$ cat src/rtl/snake_pkg.sv
// Shared types, default tick constants and direction helpers for the snake step sequencer.
package snake_pkg;

   typedef enum logic [1:0] {
      IDLE  = 2'd0,
      RUN   = 2'd1,
      PAUSE = 2'd2,
      OVER  = 2'd3
   } game_state_t;

   // Encoding doubles as the bit index of the one-hot L/U/D/R command.
   typedef enum logic [1:0] {
      DIR_L = 2'd0,
      DIR_U = 2'd1,
      DIR_D = 2'd2,
      DIR_R = 2'd3
   } dir_t;

   localparam int DEF_TICK_BASE        = 12_500_000;
   localparam int DEF_TICK_STEP        = 1_000_000;
   localparam int DEF_TICK_MIN         = 2_500_000;
   localparam int DEF_APPLES_PER_LEVEL = 4;

   function automatic logic is_reverse(input dir_t a, input dir_t b);
      logic rev;
      case (a)
         DIR_L:   rev = (b == DIR_R);
         DIR_R:   rev = (b == DIR_L);
         DIR_U:   rev = (b == DIR_D);
         DIR_D:   rev = (b == DIR_U);
         default: rev = 1'b0;
      endcase
      return rev;
   endfunction

   function automatic logic [3:0] dir_onehot(input dir_t d);
      return 4'b0001 << d;
   endfunction

endpackage

$ cat src/rtl/snake_dir_arbiter.sv
// Captures one perpendicular direction per game step and holds it until the step strobe.
module snake_dir_arbiter
   import snake_pkg::*;
(
   input  logic       clk,
   input  logic       reset,
   input  logic       clr,
   input  logic       run_en,
   input  logic       sys,
   input  logic       btn_l,
   input  logic       btn_u,
   input  logic       btn_d,
   input  logic       btn_r,
   output logic [3:0] cmd
);

   dir_t       heading_r;
   dir_t       pend_dir_r;
   logic [3:0] cmd_r;
   dir_t       sel_dir_s;
   logic       sel_vld_s;
   logic       accept_s;

   // Fixed priority U > D > L > R among buttons seen in the same cycle.
   always_comb begin
      sel_vld_s = 1'b1;
      sel_dir_s = DIR_L;
      if (btn_u) begin
         sel_dir_s = DIR_U;
      end else if (btn_d) begin
         sel_dir_s = DIR_D;
      end else if (btn_l) begin
         sel_dir_s = DIR_L;
      end else if (btn_r) begin
         sel_dir_s = DIR_R;
      end else begin
         sel_vld_s = 1'b0;
      end
   end

   // A winner on the heading's own axis (same or reverse) is dropped, not replaced.
   always_comb begin
      accept_s = sel_vld_s & (sel_dir_s != heading_r) & ~is_reverse(sel_dir_s, heading_r);
   end

   // Pending command and heading; the step strobe commits and empties the slot.
   always_ff @(posedge clk) begin
      if (reset || clr) begin
         heading_r  <= DIR_L;
         pend_dir_r <= DIR_L;
         cmd_r      <= 4'b0000;
      end else if (run_en) begin
         if (sys) begin
            if (cmd_r != 4'b0000) heading_r <= pend_dir_r;
            cmd_r <= 4'b0000;
         end else if ((cmd_r == 4'b0000) && accept_s) begin
            cmd_r      <= dir_onehot(sel_dir_s);
            pend_dir_r <= sel_dir_s;
         end
      end
   end

   assign cmd = cmd_r;

endmodule

$ cat src/rtl/snake_step_sequencer.sv
// Game flow, step-tick generation, score and speed levels for the snake head datapath.
// Optional PAUSE state enabled by defining SNAKE_PAUSE_EN.
module snake_step_sequencer
   import snake_pkg::*;
#(
   parameter int TICK_BASE        = DEF_TICK_BASE,
   parameter int TICK_STEP        = DEF_TICK_STEP,
   parameter int TICK_MIN         = DEF_TICK_MIN,
   parameter int APPLES_PER_LEVEL = DEF_APPLES_PER_LEVEL,
   parameter int SCORE_W          = 8,
   parameter int CNT_W            = 24
)(
   input  logic               clk,
   input  logic               reset,
   input  logic               start,
   input  logic               btn_l,
   input  logic               btn_u,
   input  logic               btn_d,
   input  logic               btn_r,
   input  logic               eaten,
   input  logic               game_over,
   output logic               sys,
   output logic               L,
   output logic               U,
   output logic               D,
   output logic               R,
   output logic               game_rst,
   output logic [SCORE_W-1:0] score,
   output logic [3:0]         level,
   output logic               running
);

   localparam int                 AW          = (APPLES_PER_LEVEL > 1) ? $clog2(APPLES_PER_LEVEL) : 1;
   localparam logic [AW-1:0]      APPLE_LAST  = AW'(APPLES_PER_LEVEL - 1);
   localparam logic [AW-1:0]      APPLE_ONE   = AW'(1);
   localparam logic [CNT_W-1:0]   PERIOD_BASE = CNT_W'(TICK_BASE);
   localparam logic [CNT_W-1:0]   PERIOD_MIN  = CNT_W'(TICK_MIN);
   localparam logic [CNT_W-1:0]   CNT_ONE     = CNT_W'(1);
   localparam logic [CNT_W:0]     STEP_W      = (CNT_W + 1)'(TICK_STEP);
   localparam logic [SCORE_W-1:0] SCORE_ONE   = SCORE_W'(1);

   game_state_t        state_r;
   logic               start_d_r;
   logic               game_rst_r;
   logic               first_run_r;
   logic               running_r;
   logic [CNT_W-1:0]   tick_r;
   logic [CNT_W-1:0]   period_r;
   logic [CNT_W-1:0]   next_period_r;
   logic [AW-1:0]      apple_r;
   logic [SCORE_W-1:0] score_r;
   logic [3:0]         level_r;

   logic               start_rise_s;
   logic               go_s;
   logic               pause_req_s;
   logic               active_s;
   logic               sys_s;
   logic               eaten_s;
   logic               levelup_s;
   logic               arb_clr_s;
   logic [CNT_W:0]     dec_s;
   logic [CNT_W-1:0]   np_s;
   logic [3:0]         cmd_s;

   // game_over is masked on the first RUN cycle so the head has time to leave its reset.
   always_comb begin
      start_rise_s = start & ~start_d_r;
      go_s         = game_over & ~first_run_r;
`ifdef SNAKE_PAUSE_EN
      pause_req_s  = start_rise_s;
`else
      pause_req_s  = 1'b0;
`endif
      active_s     = (state_r == RUN) & ~go_s & ~pause_req_s;
      sys_s        = active_s & (tick_r == (period_r - CNT_ONE));
      eaten_s      = eaten & (state_r == RUN);
      levelup_s    = eaten_s & (apple_r == APPLE_LAST);
      arb_clr_s    = (((state_r == IDLE) | (state_r == OVER)) & start_rise_s & ~game_rst_r)
                   | (((state_r == RUN) | (state_r == PAUSE)) & go_s);
   end

   // Speed-up target, one bit wider so an underflow is caught before the floor.
   always_comb begin
      dec_s = {1'b0, next_period_r} - STEP_W;
      if (!levelup_s) begin
         np_s = next_period_r;
      end else if (dec_s[CNT_W] || (dec_s[CNT_W-1:0] < PERIOD_MIN)) begin
         np_s = PERIOD_MIN;
      end else begin
         np_s = dec_s[CNT_W-1:0];
      end
   end

   // Game-flow FSM with tick counter, score and level.
   always_ff @(posedge clk) begin
      if (reset) begin
         state_r       <= IDLE;
         start_d_r     <= 1'b1;
         game_rst_r    <= 1'b0;
         first_run_r   <= 1'b0;
         running_r     <= 1'b0;
         tick_r        <= {CNT_W{1'b0}};
         period_r      <= PERIOD_BASE;
         next_period_r <= PERIOD_BASE;
         apple_r       <= {AW{1'b0}};
         score_r       <= {SCORE_W{1'b0}};
         level_r       <= 4'd0;
      end else begin
         start_d_r   <= start;
         game_rst_r  <= 1'b0;
         first_run_r <= 1'b0;
         if (eaten_s) begin
            if (!(&score_r)) score_r <= score_r + SCORE_ONE;
            if (levelup_s) begin
               apple_r <= {AW{1'b0}};
               if (level_r != 4'hF) level_r <= level_r + 4'd1;
            end else begin
               apple_r <= apple_r + APPLE_ONE;
            end
            next_period_r <= np_s;
         end
         case (state_r)
            IDLE, OVER: begin
               if (game_rst_r) begin
                  state_r     <= RUN;
                  running_r   <= 1'b1;
                  first_run_r <= 1'b1;
                  tick_r      <= {CNT_W{1'b0}};
               end else if (start_rise_s) begin
                  game_rst_r    <= 1'b1;
                  score_r       <= {SCORE_W{1'b0}};
                  level_r       <= 4'd0;
                  apple_r       <= {AW{1'b0}};
                  period_r      <= PERIOD_BASE;
                  next_period_r <= PERIOD_BASE;
               end
            end
            RUN: begin
               if (go_s) begin
                  state_r   <= OVER;
                  running_r <= 1'b0;
               end else if (pause_req_s) begin
                  state_r   <= PAUSE;
                  running_r <= 1'b0;
               end else if (sys_s) begin
                  tick_r   <= {CNT_W{1'b0}};
                  period_r <= np_s;
               end else begin
                  tick_r <= tick_r + CNT_ONE;
               end
            end
`ifdef SNAKE_PAUSE_EN
            PAUSE: begin
               if (go_s) begin
                  state_r <= OVER;
               end else if (start_rise_s) begin
                  state_r   <= RUN;
                  running_r <= 1'b1;
               end
            end
`endif
            default: begin
               state_r   <= IDLE;
               running_r <= 1'b0;
            end
         endcase
      end
   end

   snake_dir_arbiter u_dir_arbiter (
      .clk    (clk),
      .reset  (reset),
      .clr    (arb_clr_s),
      .run_en (active_s),
      .sys    (sys_s),
      .btn_l  (btn_l),
      .btn_u  (btn_u),
      .btn_d  (btn_d),
      .btn_r  (btn_r),
      .cmd    (cmd_s)
   );

   assign sys      = sys_s;
   assign L        = cmd_s[0];
   assign U        = cmd_s[1];
   assign D        = cmd_s[2];
   assign R        = cmd_s[3];
   assign game_rst = game_rst_r;
   assign score    = score_r;
   assign level    = level_r;
   assign running  = running_r;

endmodule
$ cat config.mk
export PLATFORM = sky130hd
export DESIGN_NAME = snake_step_sequencer
export DESIGN_NICKNAME = d
export VERILOG_FILES = /design/src/rtl/snake_pkg.sv /design/src/rtl/snake_dir_arbiter.sv /design/src/rtl/snake_step_sequencer.sv
export SDC_FILE = /design/constraint.sdc
export NUM_CORES = 1
export LEC_CHECK = 0
export BUFFER_PORTS_ARGS = -buffer_cell sky130_fd_sc_hd__buf_2
export CORE_MARGIN = 5
export CORE_UTILIZATION = 40
export DETAILED_ROUTE_END_ITERATION = 12
export PLACE_DENSITY = 0.63
export SYNTH_ARGS = -nofsm -noshare
export SYNTH_HDL_FRONTEND = slang
export SYNTH_HIERARCHICAL = 1
export SYNTH_SLANG_ARGS = --single-unit
$ cat constraint.sdc
create_clock -name clk -period 4.1 [get_ports clk]
set_input_delay 1.23 -clock clk [delete_from_list [all_inputs] [get_ports clk]]
set_output_delay 1.23 -clock clk [all_outputs]
set_load 0.005 [all_outputs]
==> key figures, run 1 <==
Run status
  • Outcome: complete, no violations

CTS
  • Total CTS buffers: 9
  • TritonCTS clock tree: done
  • Skew-Pair Late Insertion Delay: roughly 360 ps
  • H-tree lvl count: 3
  • Clock transition at the registers of the reported paths: around 70 ps
  • Clock Tree Buf Depth: 2
  • Root buffer selected by CTS: clkbuf_16
  • Hold Buf Count CTS: 0
  • Clk sinks: 100

Global route
  • Vias in the first global route: approximately 4.7k
  • Tot GR Track Use: about 17%
  • First-pass GRT wire length: ~23000 um
  • Initial antenna violation count: 0
  • Grt total ovfl: 0
  • Largest net degree at the start of global routing: 27

Yosys
  • Sequential area share after synthesis: a little over a third
  • Synth Register Bits: 100
  • Net count after synthesis: 696
  • Unique cell type count in the Yosys netlist: 87
  • Top-count cell post-synth: dfxtp_1
  • Ys Warns: 6
  • Mapped Cells: around 680
  • Top cell type's share of synthesized area: roughly 36%
  • Synth area leaders: dfxtp_1, nor2_1, xnor2_1
  • Area of the mapped netlist: between 0.005 and 0.006 mm2
  • Syn_area_per_cell: just over 8 um2
  • Synth area leader: dfxtp_1
  • Number of synthesized flops with an enable pin: 0
  • Top cells by count, synth: dfxtp_1, nor2_1, nand2_1, a21oi_1, xnor2_1
  • Ys async rst share: 0%
  • Main synth FF type: dfxtp_1

Setup path
  • CP Class: reg2out
  • Critical Path Source Type: register
  • Crit path arrival time: about 2800 ps
  • CP Max Fanout: 9
  • Worst Path Required: 2870 ps
  • Internal reg-to-reg setup slack: between 600 and 700 ps
  • R2R cell count: 11
  • Endpoint class of the critical path: primary output

Routing
  • Post-route DRC: 0
  • Vias per cell: around 5.6
  • Pre-antenna DRT Iters: 5
  • Total number of vias: approximately 5k
  • WL final: around 14000 um
  • Final ANT Viol Nets: 0
  • DRT iter0 DRCs: between 200 and 300
  • Avg WL per Cell: between 15 and 20 um

STA
  • Final Hold Fails: 0
  • Min Clock Period, post-route: approximately 4000 ps
  • Worst Max-Slew Pin Slew: roughly 640 ps
  • Slew margin rel.: between 50 and 60%
  • Final worst path period share: between 90% and 100%
  • Fmax: around 250 MHz
  • Final setup vio count: 0
  • Fin. max-slew vios: 0
  • Final Skew: just under 10 ps

Layout
  • Filler instances: about 1.3k
  • Area Growth Syn to Fin: 13.91%
  • Diode count: 0
  • Sequential cell area: around 0.0020 mm2
  • Share of cells above drive strength 1: between 15 and 20%
  • Non-Filler Instances: between 800 and 900
  • Final net count: roughly 720
  • Final Cell Area: around 0.0064 mm2
  • Area occupied by multi-input gates: around 0.0035 mm2

Placement
  • DP HPWL: just over 10000 um
  • GP Congestion: approximately 0.86
  • Port-buffer cells: 27
  • Placed Area: slightly below 0.006 mm2
  • Cell Count Post-Placement: 867

Floorplanning
  • Core Area: 0.01383 mm2
  • Die H: about 130 um
  • Io pins: 28
  • Die area: 0.01657 mm2
  • Std cell rows: 43
  • Initial core utilization: between 40% and 50%
  • Die W: 128.7 um

Power
  • Leak Pwr: 2.394 nW
  • Power density cells: 345.1 mW/mm2
  • Peak supply drop: between 150 and 200 uV
  • Total power: 2.217 mW

Min path
  • Hold Crit Depth: 2
  • HP Class: reg2reg

Flow run
  • Max Cap Viol: 0
==> final cells by class <==
type                       instances  area share, %
multi-input combinational        524          54.44
sequential                       100          31.26
timing repair buffer              48          4.558
clock buffer                       9          3.506
tap                              180          3.506
clock inverter                     7          1.441
inverter                          22          1.286
==> cells in the final DEF, fill, tap and decap left out, types with 3 or more instances in the layout <==
cell       netlist  final
dfxtp_1        100     97
nor2_1          81     81
nand2_1         57     57
a21oi_1         46     46
xnor2_1         32     32
nor3_1          31     30
buf_2            8     27
xor2_1          25     25
nand3_1         23     22
o21ai_0         22     21
buf_4            4     21
inv_1           22     20
and2_1          11     11
nand2b_1        10     10
and3_1          10     10
nor4_1          12      9
a22o_1           9      9
clkbuf_16        0      9
nor2b_1          8      8
a31oi_1          8      8
ha_1             9      8
nand4_1          6      6
nor3b_1          6      6
or3_1            6      6
o2bb2ai_1        6      6
a211oi_1         5      5
and4_1           5      5
or2_2            4      4
nor4_2           2      4
nand3b_1         4      4
o31ai_1          4      4
mux2i_1          4      4
a21o_1           4      4
or4_4            2      3
o21ai_1          2      3
o21a_1           3      3
==> routing by layer <==
layer | up-vias | GRT usage, % | part of all wire (%)
met5 | - | 0 | 0
met1 | 2345 | 22.88 | 47
li1 | 2490 | - | -
met4 | 0 | 4.880 | 1.0
met2 | 98 | 27.74 | 49
met3 | 14 | 3.487 | 3.9
==> kinds of logic (layout without fill, tap and decap cells) <==
group	count (synthesis)	after routing	share of synthesized area, %
AOI/OAI and AO/OA	151	151	19.06
xor gates and xnor gates	57	57	8.853
adders and majority gates	9	9	1.997
buffers and inverters	54	86	4.571
DFF	100	100	35.50
muxes	5	5	0.9097
and+or+nand+nor	302	302	29.11
==> repair_timing <==
| item | 4_1_cts | 5_1_grt |
|---|---|---|
| setup buffers | 3 | 4 |
| setup endpoints to repair | 1 | 1 |
| pin swaps | 2 | 7 |
| gates resized for setup | 6 | 19 |
==> sequential cells by signal, summed over array words and instances (netlist names), 4 cells and up <==
signal and cells:
period_r 24, u_dir_arbiter/cmd 4, tick_r 24, score 8, next_period_r 24, level 4
==> worst max-delay path, stage by stage (launching register included) <==
cell	delay, ps
dfxtp_4	380
or4_4	590
nor4b_4	420
nand3_1	160
or4_4	440
nand3_2	130
nand4b_4	120
inv_2	70
buf_2	100
==> path summary, 6_finish.rpt <==
| check | startpoint | end |
|---|---|---|
| worst min register to register | u_dir_arbiter/pend_dir_r[0]$_SDFFE_PP0P_ | u_dir_arbiter/pend_dir_r[0]$_SDFFE_PP0P_ |
| worst max register to register | next_period_r[6]$_SDFF_PP0_ | period_r[11]$_SDFFE_PP1P_ |
| worst min-delay path | u_dir_arbiter/pend_dir_r[0]$_SDFFE_PP0P_ | u_dir_arbiter/pend_dir_r[0]$_SDFFE_PP0P_ |
| worst max-delay path | period_r[6]$_SDFFE_PP0P_ | sys |
==> power breakdown <==
group / total [mW] / leakage, nW / internal, mW / switching (mW)
Clock: 0.903 / 0.149 / 0.489 / 0.414
Combinational: 0.307 / 1.44 / 0.102 / 0.205
Sequential: 1.01 / 0.809 / 0.989 / 0.0173
==> stage by stage <==
step	setup TNS (ps)	utilization [%]	hold WS, ps	worst slack [ps]
2_1_floorplan	0	-	417.8	376.2
3_3_place_gp	0	42.88	444.8	42.09
3_5_place_dp	0	42.88	449.9	8.539
4_1_cts	0	45.51	466.2	0.6011
5_1_grt	-16.13	46.46	486.2	-16.13
6_report	0	46.46	464.5	97.61
No activity file was read; power rests on OpenSTA's default activity.
==> inputs of run 2 (changes only) <==
HOLD_SLACK_MARGIN = 0.15   (was unset)
clock period = 4.16 ns   (was 4.1 ns; I/O delays follow)
==> key figures, run 2 (synthesis gave the netlist of run 1 again) <==
Global route
  • Grt total ovfl: 0 (unchanged)
  • Largest net degree at the start of global routing: 27 (unchanged)
  • Initial antenna violation count: 0 (unchanged)
  • First-pass GRT wire length: 22720 um (-2.0%)
  • Vias in the first global route: 4704 (-0.21%)
  • Tot GR Track Use: 16.65% (-0.38 points)

Layout
  • Regs by FF count: next_period_r: 24 flops, period_r: 24 flops, tick_r: 24 flops
  • Non-Filler Instances: 886 (-0.45%)
  • Diode count: 0 (unchanged)
  • Area occupied by multi-input gates: 0.003457 mm2 (-1.1%)
  • Most frequent cells in the layout: dfxtp_1, nor2_1, nand2_1
  • Final Cell Area: 0.006370 mm2 (-0.84%)
  • Area Growth Syn to Fin: 12.96%
  • Final net count: 720 (-0.41%)
  • Share of cells above drive strength 1: 14.16% (-1.5 points)
  • Sequential cell area: 0.002004 mm2 (-0.19%)
  • Final Core Density: 46.07% (-0.39 points)
  • Filler instances: 1310 (-1.9%)
  • Commonest non-fill, non-tap cell in the layout: dfxtp_1

Power
  • Clk pwr share: 41.8% (+1.1 points)
  • Leak Pwr: 2.391 nW (-0.16%)
  • P_int: 1.616 mW (+2.3%)
  • Sw frac: 27.32% (-1.4 points)
  • Sequential Power Share: 44.6% (-0.8 points)
  • Sw power: 0.6077 mW (-4.4%)
  • Combinational group share of total power: 13.6% (-0.2 points)
  • Power density cells: 349.2 mW/mm2 (+1.2%)
  • Total power: 2.224 mW (+0.34%)
  • Peak supply drop: 163.8 uV (-13%)

Routing
  • Pre-antenna DRT Iters: 5 (unchanged)
  • Avg WL per Cell: 15.14 um (-3.2%)
  • Total number of vias: 4917 (-0.61%)
  • Vias per cell: 5.550 (-0.16%)
  • WL final: 13420 um (-3.6%)
  • Post-route DRC: 0 (unchanged)
  • Final ANT Viol Nets: 0 (unchanged)
  • DRT iter0 DRCs: 254 (+0.79%)

STA
  • Unrepaired setup endpoints after global routing: no
  • Min Clock Period, post-route: about 4000 ps
  • Final worst path period share: between 90% and 100%
  • Worst Max-Slew Pin Slew: 716.1 ps (+77.39 ps)
  • Fmax: around 250 MHz
  • Final Hold Fails: 0 (unchanged)
  • Fin. max-slew vios: 0 (unchanged)
  • Slew margin rel.: 51.85% (-5.2 points)
  • Final setup vio count: 0 (unchanged)
  • Final Skew: 10.34 ps (+0.4341 ps)
  • Total Neg Setup Slack: 0 ps (unchanged)

Setup path
  • Crit path arrival time: 2760 ps (about the same)
  • CP Max Fanout: 9 (unchanged)
  • Critical Path Source Type: register
  • R2R cell count: 12 (+1)
  • CP Class: reg2out
  • Endpoint class of the critical path: primary output
  • Worst Path Required: 2910 ps (+40 ps)

CTS
  • TritonCTS clock tree: done
  • Clock transition at the registers of the reported paths: 70 ps (about the same)
  • H-tree lvl count: 3 (unchanged)
  • Clock Tree Buf Depth: 2 (unchanged)
  • Hold Buf Count CTS: 0 (unchanged)
  • Root buffer selected by CTS: clkbuf_16
  • Clk sinks: 100 (unchanged)
  • Total CTS buffers: 9 (unchanged)
  • Skew-Pair Late Insertion Delay: 350 ps (about the same)

Floorplanning
  • Std cell rows: 43 (unchanged)
  • Die area: 0.01657 mm2 (unchanged)
  • Die W: 128.7 um (unchanged)
  • Initial core utilization: 40.78% (unchanged)
  • Core Area: 0.01383 mm2 (unchanged)
  • Io pins: 28 (unchanged)
  • Die H: 128.7 um (unchanged)

Placement
  • DP HPWL: 10060 um (-1.1%)
  • Cell Count Post-Placement: 866 (-0.12%)
  • Placed Area: 0.005922 mm2 (-0.13%)
  • Port-buffer cells: 27 (unchanged)
  • GP Congestion: 0.8698 (+0.80%)

Min path
  • HP Class: reg2reg
  • Hold Crit Depth: 2 (unchanged)

Flow run
  • Max Cap Viol: 0 (unchanged)

Run status
  • Outcome: complete, no violations
[run 2: changes by cell type in the layout (fill, tap and decap cells not counted), moves of 2 or more]
| cell | delta |
|---|---|
| inv_2 | -2 |
| buf_4 | -3 |
| clkinvlp_4 | -2 |
| inv_1 | +2 |
[run 2: metal layers]
layer	global-route usage [%]	part of all wire, %	vias up
li1	-	-	2490
met1	22.30	48	2322
met2	26.98	47	88
met3	2.532	3.2	17
met4	6.547	1.9	0
met5	0	0	-
[run 2: worst max-delay path: stages (launching register included)]
cell	delay [ps]
dfxtp_2	380
or4_4	610
nor4b_4	370
a41oi_1	260
a2111oi_4	420
nand4b_4	160
inv_1	100
buf_2	110
[run 2: metrics by stage]
step	hold WS (ps)	setup WS [ps]
3_5_place_dp	447.6	48.52
5_1_grt	485.6	5.796
4_1_cts	461.0	3.184
2_1_floorplan	417.8	400.2
6_report	459.5	153.1
3_3_place_gp	446.1	38.78
[run 2: power groups by stage]
stage               registers (mW)  logic (mW)  clock network, mW
global placement              1.01       0.297                  0
detailed placement            1.01       0.305                  0
global route                 0.995       0.336              0.991
floorplan                     1.01       0.228                  0
CTS                          0.993       0.304              0.952
finish                       0.992       0.303              0.929
[run 2: final cells by class]
cell class	instances	share of cell area (%)
inverters	22	1.296
repair buffers	45	4.243
clock buffers	9	3.536
clock inverters	6	1.650
well taps	180	3.536
flip-flops and latches	100	31.47
multi-input cells	524	54.27
[run 2: timing repair]
item / in CTS / in global routing
pin swaps: 1 / 5
gates resized for setup: 6 / 9
endpoints found under the hold margin: 0 / 0
setup buffers: 2 / 3
endpoints found under the setup margin: 1 / 1
[run 2: path summary, 6_finish.rpt]
path | start | slack, ps | endpoint
setup reg to reg | next_period_r[6]$_SDFF_PP0_ | 810 | period_r[18]$_SDFFE_PP1P_
setup / recovery | period_r[6]$_SDFFE_PP0P_ | 150 | sys
hold / removal | u_dir_arbiter/pend_dir_r[0]$_SDFFE_PP0P_ | 460 | u_dir_arbiter/pend_dir_r[0]$_SDFFE_PP0P_
hold reg to reg | u_dir_arbiter/pend_dir_r[0]$_SDFFE_PP0P_ | 460 | u_dir_arbiter/pend_dir_r[0]$_SDFFE_PP0P_
==> inputs of run 3 (changes only) <==
CORE_ASPECT_RATIO = 1.75   (was unset)
==> key figures, run 3 (synthesis gave the netlist of run 1 again) <==
Layout
  • Commonest non-fill, non-tap cell in the layout: dfxtp_1
  • Final net count: 722 (+0.28%)
  • Diode count: 0 (unchanged)
  • Share of cells above drive strength 1: 15.23% (+1.1 points)
  • Sequential cell area: 0.002011 mm2 (+0.31%)
  • Filler instances: 1376 (+5.0%)
  • Final Core Density: 46.25% (+0.18 points)
  • Regs by FF count: next_period_r: 24 flops, period_r: 24 flops, tick_r: 24 flops
  • Final Cell Area: 0.006399 mm2 (+0.45%)
  • Area Growth Syn to Fin: 13.47%
  • Area occupied by multi-input gates: 0.003472 mm2 (+0.43%)
  • Most frequent cells in the layout: dfxtp_1, nor2_1, nand2_1

Routing
  • Post-route DRC: 0 (unchanged)
  • Pre-antenna DRT Iters: 4 (-1)
  • Total number of vias: 4982 (+1.3%)
  • Final ANT Viol Nets: 0 (unchanged)
  • WL final: 13980 um (+4.2%)
  • Vias per cell: 5.623 (+1.3%)
  • Avg WL per Cell: 15.77 um (+4.2%)
  • DRT iter0 DRCs: 255 (+0.39%)

Power
  • Total power: 2.161 mW (-2.9%)
  • Peak supply drop: 242.7 uV (+48%)
  • Sequential Power Share: 45.9% (+1.3 points)
  • Power density cells: 337.7 mW/mm2 (-3.3%)
  • Clk pwr share: 40.1% (-1.7 points)
  • P_int: 1.510 mW (-6.6%)
  • Sw frac: 30.12% (+2.8 points)
  • Combinational group share of total power: 14.0% (+0.4 points)
  • Leak Pwr: 2.394 nW (+0.13%)
  • Sw power: 0.6509 mW (+7.1%)

CTS
  • H-tree lvl count: 3 (unchanged)
  • Skew-Pair Late Insertion Delay: 360 ps (about the same)
  • Root buffer selected by CTS: clkbuf_16
  • Hold Buf Count CTS: 0 (unchanged)
  • Clk sinks: 100 (unchanged)
  • Clock transition at the registers of the reported paths: 80 ps (about the same)
  • Total CTS buffers: 9 (unchanged)
  • TritonCTS clock tree: done
  • Clock Tree Buf Depth: 2 (unchanged)

Floorplanning
  • Initial core utilization: 40.76% (about the same)
  • Core Area: 0.01384 mm2 (about the same)
  • Std cell rows: 57 (+33%)
  • Io pins: 28 (unchanged)
  • Die W: 99.76 um (-23%)
  • Die area: 0.01667 mm2 (+0.56%)
  • Die H: 167.1 um (+30%)

Placement
  • GP Congestion: 0.9154 (+5.2%)
  • DP HPWL: 10660 um (+6.0%)
  • Port-buffer cells: 27 (unchanged)
  • Placed Area: 0.005918 mm2 (about the same)

Global route
  • Tot GR Track Use: 17.17% (+0.52 points)
  • First-pass GRT wire length: 23570 um (+3.7%)
  • Vias in the first global route: 4896 (+4.1%)
  • Grt total ovfl: 0 (unchanged)
  • Initial antenna violation count: 0 (unchanged)
  • Largest net degree at the start of global routing: 27 (unchanged)

Setup path
  • CP Class: reg2out
  • Endpoint class of the critical path: primary output
  • Crit path arrival time: 2820 ps (+60 ps)
  • Worst Path Required: 2910 ps (about the same)
  • Critical Path Source Type: register
  • CP Max Fanout: 7 (-2)
  • Internal reg-to-reg setup slack: 780 ps (-30 ps)

STA
  • Worst Max-Slew Pin Slew: 749.3 ps (+33.17 ps)
  • Min Clock Period, post-route: 4065 ps (+58.47 ps)
  • Unrepaired setup endpoints after global routing: yes
  • Final Hold Fails: 0 (unchanged)
  • Slew margin rel.: 50.05% (-1.8 points)
  • Hold_ws: 468.5 ps (+9.011 ps)
  • Fin. max-slew vios: 0 (unchanged)
  • Final worst path period share: 97.73% (+1.4 points)
  • Final Skew: 11.98 ps (+1.649 ps)
  • Final setup vio count: 0 (unchanged)
  • Fmax: 246.0 MHz (-1.4%)

Run status
  • Outcome: complete, no violations

Flow run
  • Max Cap Viol: 0 (unchanged)

Min path
  • HP Class: reg2reg
==> run 3: worst paths after layout <==
| check | from | endpoint | depth (start not counted) |
|---|---|---|---|
| max | period_r[0]$_SDFFE_PP0P_ | sys | 11 |
| min reg2reg | next_period_r[0]$_SDFF_PP0_ | next_period_r[0]$_SDFF_PP0_ | 1 |
| min | next_period_r[0]$_SDFF_PP0_ | next_period_r[0]$_SDFF_PP0_ | 1 |
| max reg2reg | next_period_r[6]$_SDFF_PP0_ | period_r[16]$_SDFFE_PP0P_ | 11 |
==> run 3: per-stage QoR <==
step | cells | setup slack, ps | TNS, ps
5_1_grt | 886 | -33.08 | -33.08
3_5_place_dp | 863 | -96.66 | -96.66
3_3_place_gp | 863 | -102.5 | -102.5
6_report | 886 | 94.59 | 0
4_1_cts | 881 | 6.521 | 0
2_1_floorplan | 678 | 400.2 | 0
==> run 3: power by group through the flow <==
stage	combinational, mW	clock (mW)	sequential [mW]
final	0.302	0.867	0.991
after floorplan	0.228	0	1.01
after detailed placement	0.305	0	1.02
after global placement	0.295	0	1.01
after global routing	0.340	0.923	0.994
after CTS	0.306	0.884	0.992
==> run 3: what timing repair did <==
action | CTS | global route
endpoints found under the hold margin | 0 | 0
gates resized for setup | 9 | 17
pin swaps | 2 | 7
setup buffers | 2 | 5
cloned | 0 | 0
endpoints found under the setup margin | 1 | 1
==> run 3: critical path: stages, from the launching register on <==
cell and delay [ps]:
dfxtp_4 370, inv_2 60, ha_4 140, or4b_4 490
buf_6 150, nor4_4 320, xnor2_1 140, a211oi_2 260
o32ai_2 110, nand4b_4 210, inv_2 100, buf_6 100
==> run 3: per-layer routing <==
metal / routed length (um) / global-route usage [%] / up-vias
li1: - / - / 2484
met1: 5390 / 18.28 / 2372
met2: 7696 / 31.75 / 94
met3: 309 / 2.595 / 32
met4: 580 / 8.799 / 0
met5: 0 / 0 / -
==> run 3: cell type report <==
type                            count  share of cell area (%)
Clock buffer                        9                   3.520
Clock inverter                      7                   1.427
Inverter                           22                   1.291
Multi-Input combinational cell    524                   54.26
Sequential cell                   100                   31.42
Tap cell                          177                   3.461
Timing Repair Buffer               47                   4.615
